## config.mk

```make
export PLATFORM = sky130hd
export DESIGN_NAME = ctrl_decode_queue
export DESIGN_NICKNAME = d
export VERILOG_FILES = /design/src/rtl/ctrl_pkg.sv /design/src/rtl/ctrl_decode_core.sv /design/src/rtl/ctrl_decode_queue.sv
export SDC_FILE = /design/constraint.sdc
export NUM_CORES = 1
export LEC_CHECK = 0
export ABC_AREA = 0
export ABC_CLOCK_PERIOD_IN_PS = 11100
export BUFFER_PORTS_ARGS = -buffer_cell sky130_fd_sc_hd__buf_4
export CAP_MARGIN = 20
export CORE_UTILIZATION = 40
export CTS_CLUSTER_DIAMETER = 40
export CTS_CLUSTER_SIZE = 28
export DETAILED_ROUTE_END_ITERATION = 6
export PLACE_DENSITY = 0.62
export SYNTH_ARGS = -nofsm -noshare
export SYNTH_HDL_FRONTEND = slang
export SYNTH_HIERARCHICAL = 1
export SYNTH_SLANG_ARGS = --single-unit
```

## constraint.sdc

```tcl
create_clock -name clk -period 11.1 [get_ports clk]
set_input_delay 1.665 -clock clk [delete_from_list [all_inputs] [get_ports clk]]
set_output_delay 1.665 -clock clk [all_outputs]
set_load 0.02 [all_outputs]
```

## src/rtl/ctrl_pkg.sv

```systemverilog
// rtl/ctrl_pkg.sv - shared encodings and control bundle for the decode queue
package ctrl_pkg;

    localparam logic [6:0] OPC_OP     = 7'b0110011;
    localparam logic [6:0] OPC_OP_IMM = 7'b0010011;
    localparam logic [6:0] OPC_LOAD   = 7'b0000011;
    localparam logic [6:0] OPC_STORE  = 7'b0100011;
    localparam logic [6:0] OPC_BRANCH = 7'b1100011;
    localparam logic [6:0] OPC_JAL    = 7'b1101111;
    localparam logic [6:0] OPC_JALR   = 7'b1100111;
    localparam logic [6:0] OPC_LUI    = 7'b0110111;
    localparam logic [6:0] OPC_AUIPC  = 7'b0010111;
    localparam logic [6:0] OPC_SYSTEM = 7'b1110011;
    localparam logic [6:0] OPC_FENCE  = 7'b0001111;

    localparam logic [4:0] ALU_ADD  = 5'd1;
    localparam logic [4:0] ALU_SUB  = 5'd2;
    localparam logic [4:0] ALU_AND  = 5'd3;
    localparam logic [4:0] ALU_OR   = 5'd4;
    localparam logic [4:0] ALU_XOR  = 5'd5;
    localparam logic [4:0] ALU_SLL  = 5'd6;
    localparam logic [4:0] ALU_SRL  = 5'd7;
    localparam logic [4:0] ALU_SLT  = 5'd8;
    localparam logic [4:0] ALU_SLTU = 5'd9;
    localparam logic [4:0] ALU_SRA  = 5'd10;
    localparam logic [4:0] ALU_AP4  = 5'd11;
    localparam logic [4:0] ALU_BOUT = 5'd12;
    localparam logic [4:0] ALU_MUL  = 5'd13;

    localparam logic [2:0] IMM_I = 3'd1;
    localparam logic [2:0] IMM_B = 3'd2;
    localparam logic [2:0] IMM_J = 3'd3;
    localparam logic [2:0] IMM_S = 3'd4;
    localparam logic [2:0] IMM_U = 3'd5;

    localparam logic [2:0] CMP_EQ  = 3'd1;
    localparam logic [2:0] CMP_NE  = 3'd2;
    localparam logic [2:0] CMP_LT  = 3'd3;
    localparam logic [2:0] CMP_LTU = 3'd4;
    localparam logic [2:0] CMP_GE  = 3'd5;
    localparam logic [2:0] CMP_GEU = 3'd6;

    localparam logic [1:0] HZ_NONE  = 2'd0;
    localparam logic [1:0] HZ_ALU   = 2'd1;
    localparam logic [1:0] HZ_LOAD  = 2'd2;
    localparam logic [1:0] HZ_STORE = 2'd3;

    localparam logic [31:0] INST_ECALL  = 32'h00000073;
    localparam logic [31:0] INST_EBREAK = 32'h00100073;
    localparam logic [31:0] INST_MRET   = 32'h30200073;

    typedef struct packed {
        logic [4:0] alu_ctrl;
        logic [2:0] imm_sel;
        logic [2:0] cmp_ctrl;
        logic       alusrc_a;
        logic       alusrc_b;
        logic       data_to_reg;
        logic       reg_write;
        logic       mem_w;
        logic       mem_r;
        logic       rs1use;
        logic       rs2use;
        logic       jal;
        logic       jalr;
        logic       bop;
        logic       mret;
        logic       csr_rw;
        logic       csr_imm;
        logic [1:0] hazard_optype;
        logic [2:0] exp_vector;
    } ctrl_bundle_t;

    // Base-ISA funct3 to ALU op for the register and immediate arithmetic groups
    function automatic logic [4:0] alu_from_f3(input logic [2:0] f3);
        case (f3)
            3'd0:    alu_from_f3 = ALU_ADD;
            3'd1:    alu_from_f3 = ALU_SLL;
            3'd2:    alu_from_f3 = ALU_SLT;
            3'd3:    alu_from_f3 = ALU_SLTU;
            3'd4:    alu_from_f3 = ALU_XOR;
            3'd5:    alu_from_f3 = ALU_SRL;
            3'd6:    alu_from_f3 = ALU_OR;
            default: alu_from_f3 = ALU_AND;
        endcase
    endfunction

endpackage

```

## src/rtl/ctrl_decode_core.sv

```systemverilog
// rtl/ctrl_decode_core.sv - combinational RV32I+Zicsr decode, optional M ops under RV32M_EN
module ctrl_decode_core
    import ctrl_pkg::*;
(
    input  logic [31:0]  inst,
    output ctrl_bundle_t ctrl
);

    logic [6:0]   opc;
    logic [2:0]   f3;
    logic [6:0]   f7;
    logic         ill;
    ctrl_bundle_t c;

    assign opc = inst[6:0];
    assign f3  = inst[14:12];
    assign f7  = inst[31:25];

    // Decode by opcode class, then squash side effects of anything illegal
    always_comb begin
        c   = '0;
        ill = 1'b0;
        case (opc)
            OPC_OP: begin
                c.rs1use        = 1'b1;
                c.rs2use        = 1'b1;
                c.reg_write     = 1'b1;
                c.hazard_optype = HZ_ALU;
                if (f7 == 7'h00) begin
                    c.alu_ctrl = alu_from_f3(f3);
                end else if (f7 == 7'h20 && f3 == 3'd0) begin
                    c.alu_ctrl = ALU_SUB;
                end else if (f7 == 7'h20 && f3 == 3'd5) begin
                    c.alu_ctrl = ALU_SRA;
`ifdef RV32M_EN
                end else if (f7 == 7'h01) begin
                    c.alu_ctrl = ALU_MUL + {2'b00, f3};
`endif
                end else begin
                    ill = 1'b1;
                end
            end
            OPC_OP_IMM: begin
                c.imm_sel       = IMM_I;
                c.alusrc_b      = 1'b1;
                c.rs1use        = 1'b1;
                c.reg_write     = 1'b1;
                c.hazard_optype = HZ_ALU;
                c.alu_ctrl      = alu_from_f3(f3);
                if (f3 == 3'd1 && f7 != 7'h00) begin
                    ill = 1'b1;
                end else if (f3 == 3'd5) begin
                    if (f7 == 7'h20) begin
                        c.alu_ctrl = ALU_SRA;
                    end else if (f7 != 7'h00) begin
                        ill = 1'b1;
                    end
                end
            end
            OPC_LOAD: begin
                c.alu_ctrl      = ALU_ADD;
                c.imm_sel       = IMM_I;
                c.alusrc_b      = 1'b1;
                c.mem_r         = 1'b1;
                c.data_to_reg   = 1'b1;
                c.reg_write     = 1'b1;
                c.rs1use        = 1'b1;
                c.hazard_optype = HZ_LOAD;
                ill = (f3 == 3'd3) || (f3 == 3'd6) || (f3 == 3'd7);
            end
            OPC_STORE: begin
                c.alu_ctrl      = ALU_ADD;
                c.imm_sel       = IMM_S;
                c.alusrc_b      = 1'b1;
                c.mem_w         = 1'b1;
                c.rs1use        = 1'b1;
                c.rs2use        = 1'b1;
                c.hazard_optype = HZ_STORE;
                ill = (f3 > 3'd2);
            end
            OPC_BRANCH: begin
                // ALU forms the target (pc + imm); the compare happens downstream
                c.alu_ctrl = ALU_ADD;
                c.imm_sel  = IMM_B;
                c.alusrc_a = 1'b1;
                c.alusrc_b = 1'b1;
                c.bop      = 1'b1;
                c.rs1use   = 1'b1;
                c.rs2use   = 1'b1;
                case (f3)
                    3'd0:    c.cmp_ctrl = CMP_EQ;
                    3'd1:    c.cmp_ctrl = CMP_NE;
                    3'd4:    c.cmp_ctrl = CMP_LT;
                    3'd5:    c.cmp_ctrl = CMP_GE;
                    3'd6:    c.cmp_ctrl = CMP_LTU;
                    3'd7:    c.cmp_ctrl = CMP_GEU;
                    default: ill = 1'b1;
                endcase
            end
            OPC_JAL: begin
                c.alu_ctrl      = ALU_AP4;
                c.imm_sel       = IMM_J;
                c.alusrc_a      = 1'b1;
                c.jal           = 1'b1;
                c.reg_write     = 1'b1;
                c.hazard_optype = HZ_ALU;
            end
            OPC_JALR: begin
                c.alu_ctrl      = ALU_AP4;
                c.imm_sel       = IMM_I;
                c.alusrc_a      = 1'b1;
                c.jalr          = 1'b1;
                c.reg_write     = 1'b1;
                c.rs1use        = 1'b1;
                c.hazard_optype = HZ_ALU;
                ill = (f3 != 3'd0);
            end
            OPC_LUI: begin
                c.alu_ctrl      = ALU_BOUT;
                c.imm_sel       = IMM_U;
                c.alusrc_b      = 1'b1;
                c.reg_write     = 1'b1;
                c.hazard_optype = HZ_ALU;
            end
            OPC_AUIPC: begin
                c.alu_ctrl      = ALU_ADD;
                c.imm_sel       = IMM_U;
                c.alusrc_a      = 1'b1;
                c.alusrc_b      = 1'b1;
                c.reg_write     = 1'b1;
                c.hazard_optype = HZ_ALU;
            end
            OPC_FENCE: begin
                ill = 1'b0;
            end
            OPC_SYSTEM: begin
                if (f3 == 3'd0) begin
                    if (inst == INST_ECALL) begin
                        c.exp_vector[0] = 1'b1;
                    end else if (inst == INST_EBREAK) begin
                        c.exp_vector[2] = 1'b1;
                    end else if (inst == INST_MRET) begin
                        c.mret = 1'b1;
                    end else begin
                        ill = 1'b1;
                    end
                end else if (f3 == 3'd4) begin
                    ill = 1'b1;
                end else begin
                    // CSR read data returns on the load path
                    c.csr_rw        = 1'b1;
                    c.csr_imm       = f3[2];
                    c.rs1use        = ~f3[2];
                    c.reg_write     = 1'b1;
                    c.data_to_reg   = 1'b1;
                    c.hazard_optype = HZ_LOAD;
                end
            end
            default: ill = 1'b1;
        endcase
        if (ill) begin
            c.reg_write     = 1'b0;
            c.mem_w         = 1'b0;
            c.mem_r         = 1'b0;
            c.csr_rw        = 1'b0;
            c.jal           = 1'b0;
            c.jalr          = 1'b0;
            c.bop           = 1'b0;
            c.exp_vector[1] = 1'b1;
        end
    end

    assign ctrl = c;

endmodule

```

## src/rtl/ctrl_decode_queue.sv

```systemverilog
// rtl/ctrl_decode_queue.sv - decode-on-enqueue control FIFO with flush (M ops via RV32M_EN)
module ctrl_decode_queue
    import ctrl_pkg::*;
#(
    parameter int DEPTH = 4,
    parameter int PC_W  = 32
) (
    input  logic                     clk,
    input  logic                     rst,
    input  logic                     flush,
    input  logic                     in_valid,
    output logic                     in_ready,
    input  logic [31:0]              in_inst,
    input  logic [PC_W-1:0]          in_pc,
    output logic                     out_valid,
    input  logic                     out_ready,
    output logic [PC_W-1:0]          out_pc,
    output logic [31:0]              out_inst,
    output logic [4:0]               out_alu_ctrl,
    output logic [2:0]               out_imm_sel,
    output logic [2:0]               out_cmp_ctrl,
    output logic                     out_alusrc_a,
    output logic                     out_alusrc_b,
    output logic                     out_data_to_reg,
    output logic                     out_reg_write,
    output logic                     out_mem_w,
    output logic                     out_mem_r,
    output logic                     out_rs1use,
    output logic                     out_rs2use,
    output logic                     out_jal,
    output logic                     out_jalr,
    output logic                     out_bop,
    output logic                     out_mret,
    output logic                     out_csr_rw,
    output logic                     out_csr_imm,
    output logic [1:0]               out_hazard_optype,
    output logic [2:0]               out_exp_vector,
    output logic [$clog2(DEPTH):0]   count
);

    localparam int PW = $clog2(DEPTH);
    localparam logic [PW:0] FULL = (PW+1)'(DEPTH);

    ctrl_bundle_t    dec;
    ctrl_bundle_t    bnd_mem [DEPTH];
    logic [PC_W-1:0] pc_mem  [DEPTH];
    logic [31:0]     inst_mem[DEPTH];
    logic [PW-1:0]   wr_ptr;
    logic [PW-1:0]   rd_ptr;
    logic            push;
    logic            pop;
    ctrl_bundle_t    hd;

    ctrl_decode_core u_core (
        .inst (in_inst),
        .ctrl (dec)
    );

    assign in_ready  = (count < FULL) & ~flush;
    assign out_valid = (count != '0);
    assign push      = in_valid & in_ready;
    assign pop       = out_valid & out_ready;

    // Entry storage; stale slots are never visible because the head is gated by count
    always_ff @(posedge clk) begin
        if (push) begin
            bnd_mem[wr_ptr]  <= dec;
            pc_mem[wr_ptr]   <= in_pc;
            inst_mem[wr_ptr] <= in_inst;
        end
    end

    // Pointer and occupancy tracking; flush takes priority over any pop
    always_ff @(posedge clk or posedge rst) begin
        if (rst) begin
            wr_ptr <= '0;
            rd_ptr <= '0;
            count  <= '0;
        end else if (flush) begin
            wr_ptr <= '0;
            rd_ptr <= '0;
            count  <= '0;
        end else begin
            if (push) wr_ptr <= wr_ptr + 1'b1;
            if (pop)  rd_ptr <= rd_ptr + 1'b1;
            if (push && !pop)      count <= count + 1'b1;
            else if (pop && !push) count <= count - 1'b1;
        end
    end

    assign hd       = out_valid ? bnd_mem[rd_ptr]  : '0;
    assign out_pc   = out_valid ? pc_mem[rd_ptr]   : '0;
    assign out_inst = out_valid ? inst_mem[rd_ptr] : '0;

    assign out_alu_ctrl      = hd.alu_ctrl;
    assign out_imm_sel       = hd.imm_sel;
    assign out_cmp_ctrl      = hd.cmp_ctrl;
    assign out_alusrc_a      = hd.alusrc_a;
    assign out_alusrc_b      = hd.alusrc_b;
    assign out_data_to_reg   = hd.data_to_reg;
    assign out_reg_write     = hd.reg_write;
    assign out_mem_w         = hd.mem_w;
    assign out_mem_r         = hd.mem_r;
    assign out_rs1use        = hd.rs1use;
    assign out_rs2use        = hd.rs2use;
    assign out_jal           = hd.jal;
    assign out_jalr          = hd.jalr;
    assign out_bop           = hd.bop;
    assign out_mret          = hd.mret;
    assign out_csr_rw        = hd.csr_rw;
    assign out_csr_imm       = hd.csr_imm;
    assign out_hazard_optype = hd.hazard_optype;
    assign out_exp_vector    = hd.exp_vector;

endmodule
```

==> results of run 1 <==
[routing by layer]
metal / up-vias / global-route usage, %
li1: 3620 / -
met1: 4168 / 22.0
met2: 250 / 28.5
met3: 49 / 3.90
met4: 2 / 5.82
met5: - / 0
[power by group]
part,total (W),switching (W),leakage (nW),internal (W)
Combinational,0.00123,0.000667,2.04,0.000562
Sequential,0.00173,0.0000522,3.46,0.00168
Clock,0.00173,0.000653,0.892,0.00107
[layout by cell type, fill, tap and decap left out, drive strengths merged, types with 10 or more instances in the layout]
cell type	synthesis	routed
a21oi	10	10
nor3	10	10
nand2	23	23
clkinv	0	18
clkbuf	22	59
o21ai	10	10
mux4	94	94
inv	10	20
edfxtp	376	376
nor2	30	30
buf	26	175
and2	104	104
[tightest hold or removal path, cell delays in order (launching register included)]
cell and delay, ns:
dfrtp_1 0.42, nand2_1 0.07, a21oi_1 0.06
[flip-flops by register name, indices dropped and copies added, names as in the netlist]
| name | cells |
|---|---|
| wr_ptr | 2 |
| inst_mem | 128 |
| count | 3 |
| bnd_mem | 120 |
| rd_ptr | 2 |
| pc_mem | 128 |
[stage by stage]
stage                     cells  cell area, µm²  setup slack, ns  utilization [%]
after detailed placement   1448           17300             6.94             45.5
final                      1547           19100             6.44             50.4
after global placement     1448           17300             6.92             45.5
after CTS                  1547           19100             6.31             50.4
after floorplan             810           15600             6.39                -
after global routing       1547           19100             6.21             50.4
[final timing paths]
path                            from       endpoint  slack [ns]  cells past startpoint
max in group asynchronous        rst      rd_ptr[0]        9.80                      2
min in group asynchronous        rst       count[1]        1.04                      2
min                        wr_ptr[1]      wr_ptr[1]        0.59                      2
max reg2reg                 count[2]  pc_mem[0][15]        8.19                      4
min reg2reg                wr_ptr[1]      wr_ptr[1]        0.59                      2
max                        rd_ptr[1]   out_inst[31]        6.44                      4
[synthesized netlist by cell type, types with 3 or more instances]
cell type | count | area (µm²)
nand3_1 | 3 | 15.0
and2_1 | 104 | 651
nand3b_1 | 5 | 37.5
edfxtp_1 | 376 | 11300
buf_2 | 15 | 75.1
mux4_2 | 94 | 2120
a21oi_1 | 10 | 50.1
o31ai_1 | 5 | 37.5
dfrtp_1 | 7 | 175
ha_1 | 4 | 50.1
nor2b_1 | 6 | 37.5
o22ai_1 | 4 | 25.0
o21ai_0 | 10 | 50.1
nor2_1 | 30 | 113
nand2b_1 | 6 | 37.5
clkbuf_1 | 22 | 82.6
a31oi_1 | 6 | 37.5
o311ai_0 | 3 | 26.3
xor2_1 | 4 | 35.0
buf_8 | 4 | 60.1
nor3_1 | 9 | 45.0
inv_1 | 10 | 37.5
nand2_1 | 23 | 86.3
buf_6 | 4 | 45.0
nor4_1 | 7 | 43.8
[area by class of cell]
cell class                 instances  area, µm²  share of cell area [%]
sequential                       383      11500                    59.9
multi-input combinational        369       3830                    20.0
clock buffer                      59       1370                    7.15
timing repair buffer             175       1310                    6.86
tap                              511        639                    3.34
clock inverter                    40        484                    2.53
inverter                          10       37.5                   0.196
[kinds of logic after synthesis]
group                      share of synthesized area [%]
AOI/OAI and AO/OA                                   2.03
buffers and inverters                               2.04
DFF                                                 73.5
other                                             0.0240
xor gates and xnor gates                           0.337
muxes                                               13.6
adders and majority gates                          0.449
and+or+nand+nor                                     8.01
==> flow_summary.toml, run 1 <==
[timing]
min_period_ns = 4.66
achievable-frequency_mhz = 215
fraction_of_the_cycle_the_final_worst_path_needs_pct = 41.9
hold_viol_final = 0
tightest_slew_ns = 0.944
fin_skew_ns = 0.00982
grt_setup_unrepaired = "false"
hold_slack_ns = 0.590
timing.final.max_slew_violations = 0
timing.slew.headroom_pct = 37.1
final_total_negative_setup_slack_ns = 0
report.final.setup_viol = 0

[drt]
post_drt_wl_per_cell_um = 21.6
remaining_drc_errors = 0
drt-met1-wl_mm = 13.9
routed_vias = 8089
dr.pass1.iters = 5
routed-wl-met2_mm = 16.7
wl_mm = 33.5
route.top_layer_used = "met5"
postRouteAntennaNets = 0
via_density_per_instance = 5.23
dr_wl_met3_mm = 2.21
iteration_0_drc_markers = 563

[cts]
cts_tree = "done"
ctsLongestPathBuffers = 3
insertion_delay_ns = 0.58
post_cts.resized_instances = 0
clk_transition_reported_paths_ns = 0.05
cts.htree.levels = 2
numCtsBuffers = 53
clock_sink_count = 383
number_of_buffers_inserted_by_post_cts_setup_repair = 0
cts_hold_repair.buffers = 0
buffer_cell_driving_the_clock_tree_root = "clkbuf_16"

[worst_hold_path]
hp-class = "reg -> reg"

[pwr]
vdd_ir_drop_max_v = 0.000128
p_per_area_nw_per_um2 = 245
leakagePower_nw = 6.39
totalPowerFinal_w = 0.00469

[global_route]
grt_usage_pct = 17.1
number_of_antenna_violations_at_the_first_check_in_global_routing = 1
first_pass_grt_wire_length_mm = 50.1
globalRoute.totalOverflow = 0
grt_max_degree = 59
first_global_vias = 8297

[setup_path]
critPathMostFrequentCell = "buf_4"
chain_of_cells_forming_the_critical_path = "buf_4 > mux4_2 > and2_1 > buf_4"
cp_top_family = "buffers and inverters"
timing.critical_path.buf_inv = 2
timing.critical_path.to_type = "output port"
worst_setup_path_start_kind = "flip-flop"
crit_path_max_incr_delay_ns = 0.84
critical_path.max_fanout = 55
crit_type = "reg -> out"
slowest_cell_on_the_critical_path = "dfrtp_4"
critical_path_at_ns = 2.99
required_ns = 9.44

[die]
initial_core_utilization_pct = 41.0
die_height_um = 200
rows = 71
design.portCount = 168
coreArea_um2 = 38000
die_area_um2 = 39800
dieWidth_um = 200

[final_layout]
filler_cell_count = 3135
antenna_cells_inserted = 0
nNetsFinal = 1066
drive_gt1_share_pct = 35.9
syn_to_final_growth_pct = 22.7

[logic_synthesis]
synth-seq-area-share_pct = 73.5
async_flop_share_pct = 1.83
yosys_most_used_dff = "edfxtp_1"
ys_seq_elements = 383
synthDistinctLibCells = 56
post_synthesis_average_cell_area_um2 = 19.3
synth.net_count = 884
synth.yosys.warnings = 6
synthesized_area_um2 = 15600
synth_enable_flop_cells = 376
synthesized_instance_count = 810

[placement]
finalWeightedCongestion = 0.778
portBuffers = 167
dpl_hpwl_mm = 19.3

[status]
result_of_the_run = "complete, no violations"

[job]
max_cap_viol_count = 0
No activity file was read; power rests on OpenSTA's default activity.
==> run 2, diff against run 1 <==
--- a/config.mk
+++ b/config.mk
@@ -6,14 +6,14 @@
 export NUM_CORES = 1
 export LEC_CHECK = 0
 export ABC_AREA = 0
-export ABC_CLOCK_PERIOD_IN_PS = 11100
+export ABC_CLOCK_PERIOD_IN_PS = 3840
 export BUFFER_PORTS_ARGS = -buffer_cell sky130_fd_sc_hd__buf_4
 export CAP_MARGIN = 20
 export CORE_UTILIZATION = 40
 export CTS_CLUSTER_DIAMETER = 40
 export CTS_CLUSTER_SIZE = 28
 export DETAILED_ROUTE_END_ITERATION = 6
-export PLACE_DENSITY = 0.62
+export PLACE_DENSITY = 0.64
 export SYNTH_ARGS = -nofsm -noshare
 export SYNTH_HDL_FRONTEND = slang
 export SYNTH_HIERARCHICAL = 1
==> constraint.sdc (replaced) <==
create_clock -name clk -period 3.84 [get_ports clk]
set_input_delay 0.576 -clock clk [delete_from_list [all_inputs] [get_ports clk]]
set_output_delay 0.576 -clock clk [all_outputs]
set_load 0.02 [all_outputs]
==> flow_summary.toml, run 2 (synthesis results as in run 1) <==
[status]
result_of_the_run = "complete, no violations"

[drt]
via_density_per_instance = 5.21
post_drt_wl_per_cell_um = 21.3
remaining_drc_errors = 0
dr.pass1.iters = 5
routed_vias = 8056
iteration_0_drc_markers = 583
postRouteAntennaNets = 0
wl_mm = 32.9

[global_route]
globalRoute.totalOverflow = 0
grt_usage_pct = 16.8
grt_max_degree = 50
first_global_vias = 8386
number_of_antenna_violations_at_the_first_check_in_global_routing = 0
use_met1_pct = 22.8
grt_util_met3_pct = 2.80
first_pass_grt_wire_length_mm = 49.6
grt_busiest_layer = "met2"
gr-usage-met2_pct = 27.7

[final_layout]
mostFrequentLayoutCell = "edfxtp_1"
drive_gt1_share_pct = 35.7
syn_to_final_growth_pct = 22.1
post-route-cell-area_um2 = 19100
most-common-layout-cells = "edfxtp_1 (376), buf_4 (178), and2_1 (100), mux4_2 (94), clkbuf_16 (49)"
nNetsFinal = 1073
largest_registers = "inst_mem: 128 flops, pc_mem: 128 flops, bnd_mem: 120 flops"
filler_cell_count = 3176
antenna_cells_inserted = 0

[cts]
buffer_cell_driving_the_clock_tree_root = "clkbuf_16"
clock_sink_count = 383
cts_tree = "done"
clk_transition_reported_paths_ns = 0.07
cts.htree.levels = 2
numCtsBuffers = 48
number_of_buffers_inserted_by_post_cts_setup_repair = 0
insertion_delay_ns = 0.56
ctsLongestPathBuffers = 3

[die]
dieWidth_um = 200
die_area_um2 = 39800
initial_core_utilization_pct = 41.0
die_height_um = 200
design.portCount = 168
rows = 71
coreArea_um2 = 38000

[pwr]
p_sw_share_pct = 29.7
p_per_area_nw_per_um2 = 682
leakagePower_nw = 6.31
vdd_ir_drop_max_v = 0.000481
netSwitchingPower_w = 0.00385
cell_internal_pwr_w = 0.00914
share_clk_of_total_power_pct = 33.4
combPwrFrac_pct = 28.0
seqPwrFrac_pct = 38.6

[setup_path]
critical_path.max_fanout = 22
critical_path_at_ns = 2.64
crit_type = "reg -> out"
required_ns = 3.26
timing.critical_path.to_type = "output port"
worst_setup_path_start_kind = "flip-flop"

[timing]
timing.final.max_slew_violations = 0
report.final.setup_viol = 0
fraction_of_the_cycle_the_final_worst_path_needs_pct = 83.8
fin_skew_ns = 0.0241
setup_slack_ns = 0.624
achievable-frequency_mhz = 311
grt_setup_unrepaired = "false"
final_total_negative_setup_slack_ns = 0
hold_slack_ns = 0.215
min_period_ns = 3.22
tightest_slew_ns = 0.668
timing.slew.headroom_pct = 55.0
hold_viol_final = 0

[job]
max_cap_viol_count = 0

[placement]
dpl_hpwl_mm = 20.0
finalWeightedCongestion = 0.798
post_dp_cell_area_um2 = 17500
portBuffers = 167
dp_slack_ns = 1.00

[worst_hold_path]
hp-class = "in -> reg"
[run 2: changes by cell type in the layout (fill, tap and decap cells not counted), moves of 2 or more]
cell / previous run / this run
buf_12: 0 / 8
buf_4: 175 / 178
bufinv_16: 7 / 3
clkbuf_1: 5 / 8
clkbuf_16: 54 / 49
clkinv_1: 4 / 1
clkinv_2: 5 / 3
inv_8: 3 / 1
[run 2: layer usage]
metal	routed length, µm	vias up
met1	14300	4147
met5	0	-
li1	-	3624
met3	1660	59
met4	638	0
met2	16200	226
[run 2: critical path, stage by stage, from the launching register on]
cell and delay (ns):
dfrtp_4 0.74, buf_4 0.40, mux4_2 0.56, and2_1 0.20, buf_4 0.16
[run 2: area by class of cell]
cell class	count	area (µm²)	area share, %
multi-input cells	369	3830	20.1
inverters	10	37.5	0.197
clock buffers	57	1260	6.59
well taps	511	639	3.35
flip-flops and latches	383	11500	60.2
clock inverters	29	313	1.64
repair buffers	187	1510	7.90
[run 2: worst paths after layout]
path / start / end / slack, ns / cells after the start
setup / recovery: rd_ptr[0] / out_cmp_ctrl[1] / 0.62 / 4
min in group asynchronous: rst / count[2] / 0.55 / 3
setup reg to reg: count[2] / pc_mem[3][19] / 1.45 / 4
hold / removal: in_pc[1] / pc_mem[2][1] / 0.21 / 1
hold reg to reg: wr_ptr[1] / wr_ptr[1] / 0.57 / 2
max in group asynchronous: rst / rd_ptr[1] / 3.02 / 3
[run 2: per-stage QoR]
step,instances,util [%],power (W)
after global placement,1459,46.0,0.00882
after detailed placement,1459,46.0,0.00884
after floorplan,810,-,0.00741
after global routing,1546,50.1,0.0136
after CTS,1546,50.1,0.0132
final,1546,50.1,0.0130
[run 2: repair_timing]
action,CTS,global route
gates resized for setup,0,0
endpoints found under the hold margin,7,0
hold buffers,1,0
[run 2: power groups by stage]
stage	clock network, W	registers [W]	logic (W)
5_1_grt	0.00460	0.00505	0.00393
3_5_place_dp	0	0.00511	0.00372
6_report	0.00434	0.00502	0.00363
3_3_place_gp	0	0.00510	0.00372
4_1_cts	0.00444	0.00503	0.00374
2_1_floorplan	0	0.00500	0.00240
==> run 3, diff against run 2 <==
--- a/config.mk
+++ b/config.mk
@@ -6,14 +6,14 @@
 export NUM_CORES = 1
 export LEC_CHECK = 0
 export ABC_AREA = 0
-export ABC_CLOCK_PERIOD_IN_PS = 3840
+export ABC_CLOCK_PERIOD_IN_PS = 3100
 export BUFFER_PORTS_ARGS = -buffer_cell sky130_fd_sc_hd__buf_4
 export CAP_MARGIN = 20
 export CORE_UTILIZATION = 40
 export CTS_CLUSTER_DIAMETER = 40
 export CTS_CLUSTER_SIZE = 28
 export DETAILED_ROUTE_END_ITERATION = 6
-export PLACE_DENSITY = 0.64
+export PLACE_DENSITY = 0.62
 export SYNTH_ARGS = -nofsm -noshare
 export SYNTH_HDL_FRONTEND = slang
 export SYNTH_HIERARCHICAL = 1
==> constraint.sdc (replaced) <==
create_clock -name clk -period 3.1 [get_ports clk]
set_input_delay 0.465 -clock clk [delete_from_list [all_inputs] [get_ports clk]]
set_output_delay 0.465 -clock clk [all_outputs]
set_load 0.02 [all_outputs]
==> flow_summary.toml, run 3 (synthesis results as in run 1) <==
[status]
result_of_the_run = "complete, no violations"

[timing]
hold_viol_final = 0
timing.slew.headroom_pct = 45.8
tightest_slew_ns = 0.806
report.final.setup_viol = 0
final_total_negative_setup_slack_ns = 0
grt_setup_unrepaired = "false"
hold_slack_ns = 0.0989
min_period_ns = 2.81
fin_skew_ns = 0.0229
fraction_of_the_cycle_the_final_worst_path_needs_pct = 90.6
setup_slack_ns = 0.292
timing.final.max_slew_violations = 0
achievable-frequency_mhz = 356

[die]
die_height_um = 200
dieWidth_um = 200
die_area_um2 = 39800
initial_core_utilization_pct = 41.0
coreArea_um2 = 38000
design.portCount = 168
rows = 71

[setup_path]
cp_top_family = "flip-flops"
crit_path_max_incr_delay_ns = 0.76
critical_path.max_fanout = 32
timing.critical_path.to_type = "output port"
slowest_cell_on_the_critical_path = "dfrtp_4"
required_ns = 2.63
chain_of_cells_forming_the_critical_path = "buf_12 > mux4_2 > and2_1 > buf_4"
flop2flop_setup_slack_ns = 0.96
worst_setup_path_start_kind = "flip-flop"
critical_path_at_ns = 2.34
crit-reg2reg-launch = "count[2]"
crit_type = "reg -> out"
timing.critical_path.buf_inv = 2
reg2reg_depth = 4
r2r-end = "inst_mem[2][7]"

[placement]
placed_cells_incl_taps = 1460
dp_slack_ns = 0.394
portBuffers = 167
finalWeightedCongestion = 0.804
dpl_hpwl_mm = 20.3

[global_route]
first_pass_grt_wire_length_mm = 50.6
number_of_antenna_violations_at_the_first_check_in_global_routing = 1
first_global_vias = 8503
globalRoute.totalOverflow = 0
grt_max_degree = 51
grt_usage_pct = 17.1

[final_layout]
largest_registers = "inst_mem: 128 flops, pc_mem: 128 flops, bnd_mem: 120 flops"
regArea_um2 = 11500
most-common-layout-cells = "edfxtp_1 (376), buf_4 (173), and2_1 (100), mux4_2 (94), clkbuf_16 (53)"
syn_to_final_growth_pct = 24.2
finish.utilization_pct = 51.0
filler_cell_count = 3189
antenna_cells_inserted = 0
drive_gt1_share_pct = 36.7
nNetsFinal = 1077
final_cell_count_no_fill = 1555
multi_input_area_um2 = 3830
mostFrequentLayoutCell = "edfxtp_1"

[cts]
buffer_cell_driving_the_clock_tree_root = "clkbuf_16"
cts_tree = "done"
insertion_delay_ns = 0.57
number_of_buffers_inserted_by_post_cts_setup_repair = 0
cts.htree.levels = 2
clock_sink_count = 383
clk_transition_reported_paths_ns = 0.06
numCtsBuffers = 51
ctsLongestPathBuffers = 3

[worst_hold_path]
worst_hold_path.endpoint = "pc_mem[1][2]"
hp-class = "in -> reg"
worstHoldStart = "in_pc[2]"
worstHoldPathCells = 1

[drt]
via_density_per_instance = 5.21
remaining_drc_errors = 0
postRouteAntennaNets = 0
post_drt_wl_per_cell_um = 21.3
routed_vias = 8107
drt-met1-wl_mm = 14.2
dr.pass1.iters = 5
wl_mm = 33.2
route.top_layer_used = "met5"
routed-wl-met2_mm = 16.4
dr_wl_met3_mm = 1.92
iteration_0_drc_markers = 546

[pwr]
p_per_area_nw_per_um2 = 869
vdd_ir_drop_max_v = 0.000575
leakagePower_nw = 6.45

[job]
max_cap_viol_count = 0
==> run 3: cell types whose count changed in the layout (fill, tap and decap cells not counted), sizes merged <==
cell      delta
inv          +8
clkinv       +4
clkbuf       -3
clkinvlp     -2
buf          +1
bufinv       +1
==> run 3: final cells by class <==
cell class	count	share of cell area, %
flip-flops and latches	383	59.2
clock buffers	54	6.86
inverters	10	0.194
clock inverters	40	2.48
repair buffers	188	8.20
multi-input cells	369	19.8
well taps	511	3.30
==> run 3: stage by stage <==
| step | total power [W] | instance area (µm²) |
|---|---|---|
| 6_report | 0.0168 | 19400 |
| 5_1_grt | 0.0176 | 19400 |
| 4_1_cts | 0.0171 | 19400 |
| 3_5_place_dp | 0.0110 | 17600 |
| 3_3_place_gp | 0.0110 | 17600 |
| 2_1_floorplan | 0.00916 | 15600 |
==> run 3: how the worst max path moves through the flow <==
stage / start / end / slack, ns / cells after the start
finish: rd_ptr[1] / out_reg_write / 0.29 / 4
global route: rd_ptr[1] / out_reg_write / 0.16 / 4
CTS: rd_ptr[1] / out_exp_vector[0] / 0.19 / 4
detailed placement: in_inst[18] / bnd_mem[1][7] / 0.39 / 6
global placement: in_inst[7] / bnd_mem[0][7] / 0.47 / 5
floorplan: count[2] / bnd_mem[0][0] / 0.48 / 4
==> run 3: layer usage <==
metal,up-vias,track usage (%)
met3,54,3.95
li1,3646,-
met2,225,28.1
met1,4180,22.8
met5,-,0
met4,2,4.98
==> run 3: what timing repair did <==
item	CTS	global route
hold buffers	1	0
hold endpoints to repair	7	0
resized for setup	0	0
==> run 3: power by group <==
group	switching [W]	internal, W	total [W]
Clock	0.00244	0.00359	0.00603
Sequential	0.000154	0.00601	0.00616
Combinational	0.00248	0.00217	0.00465
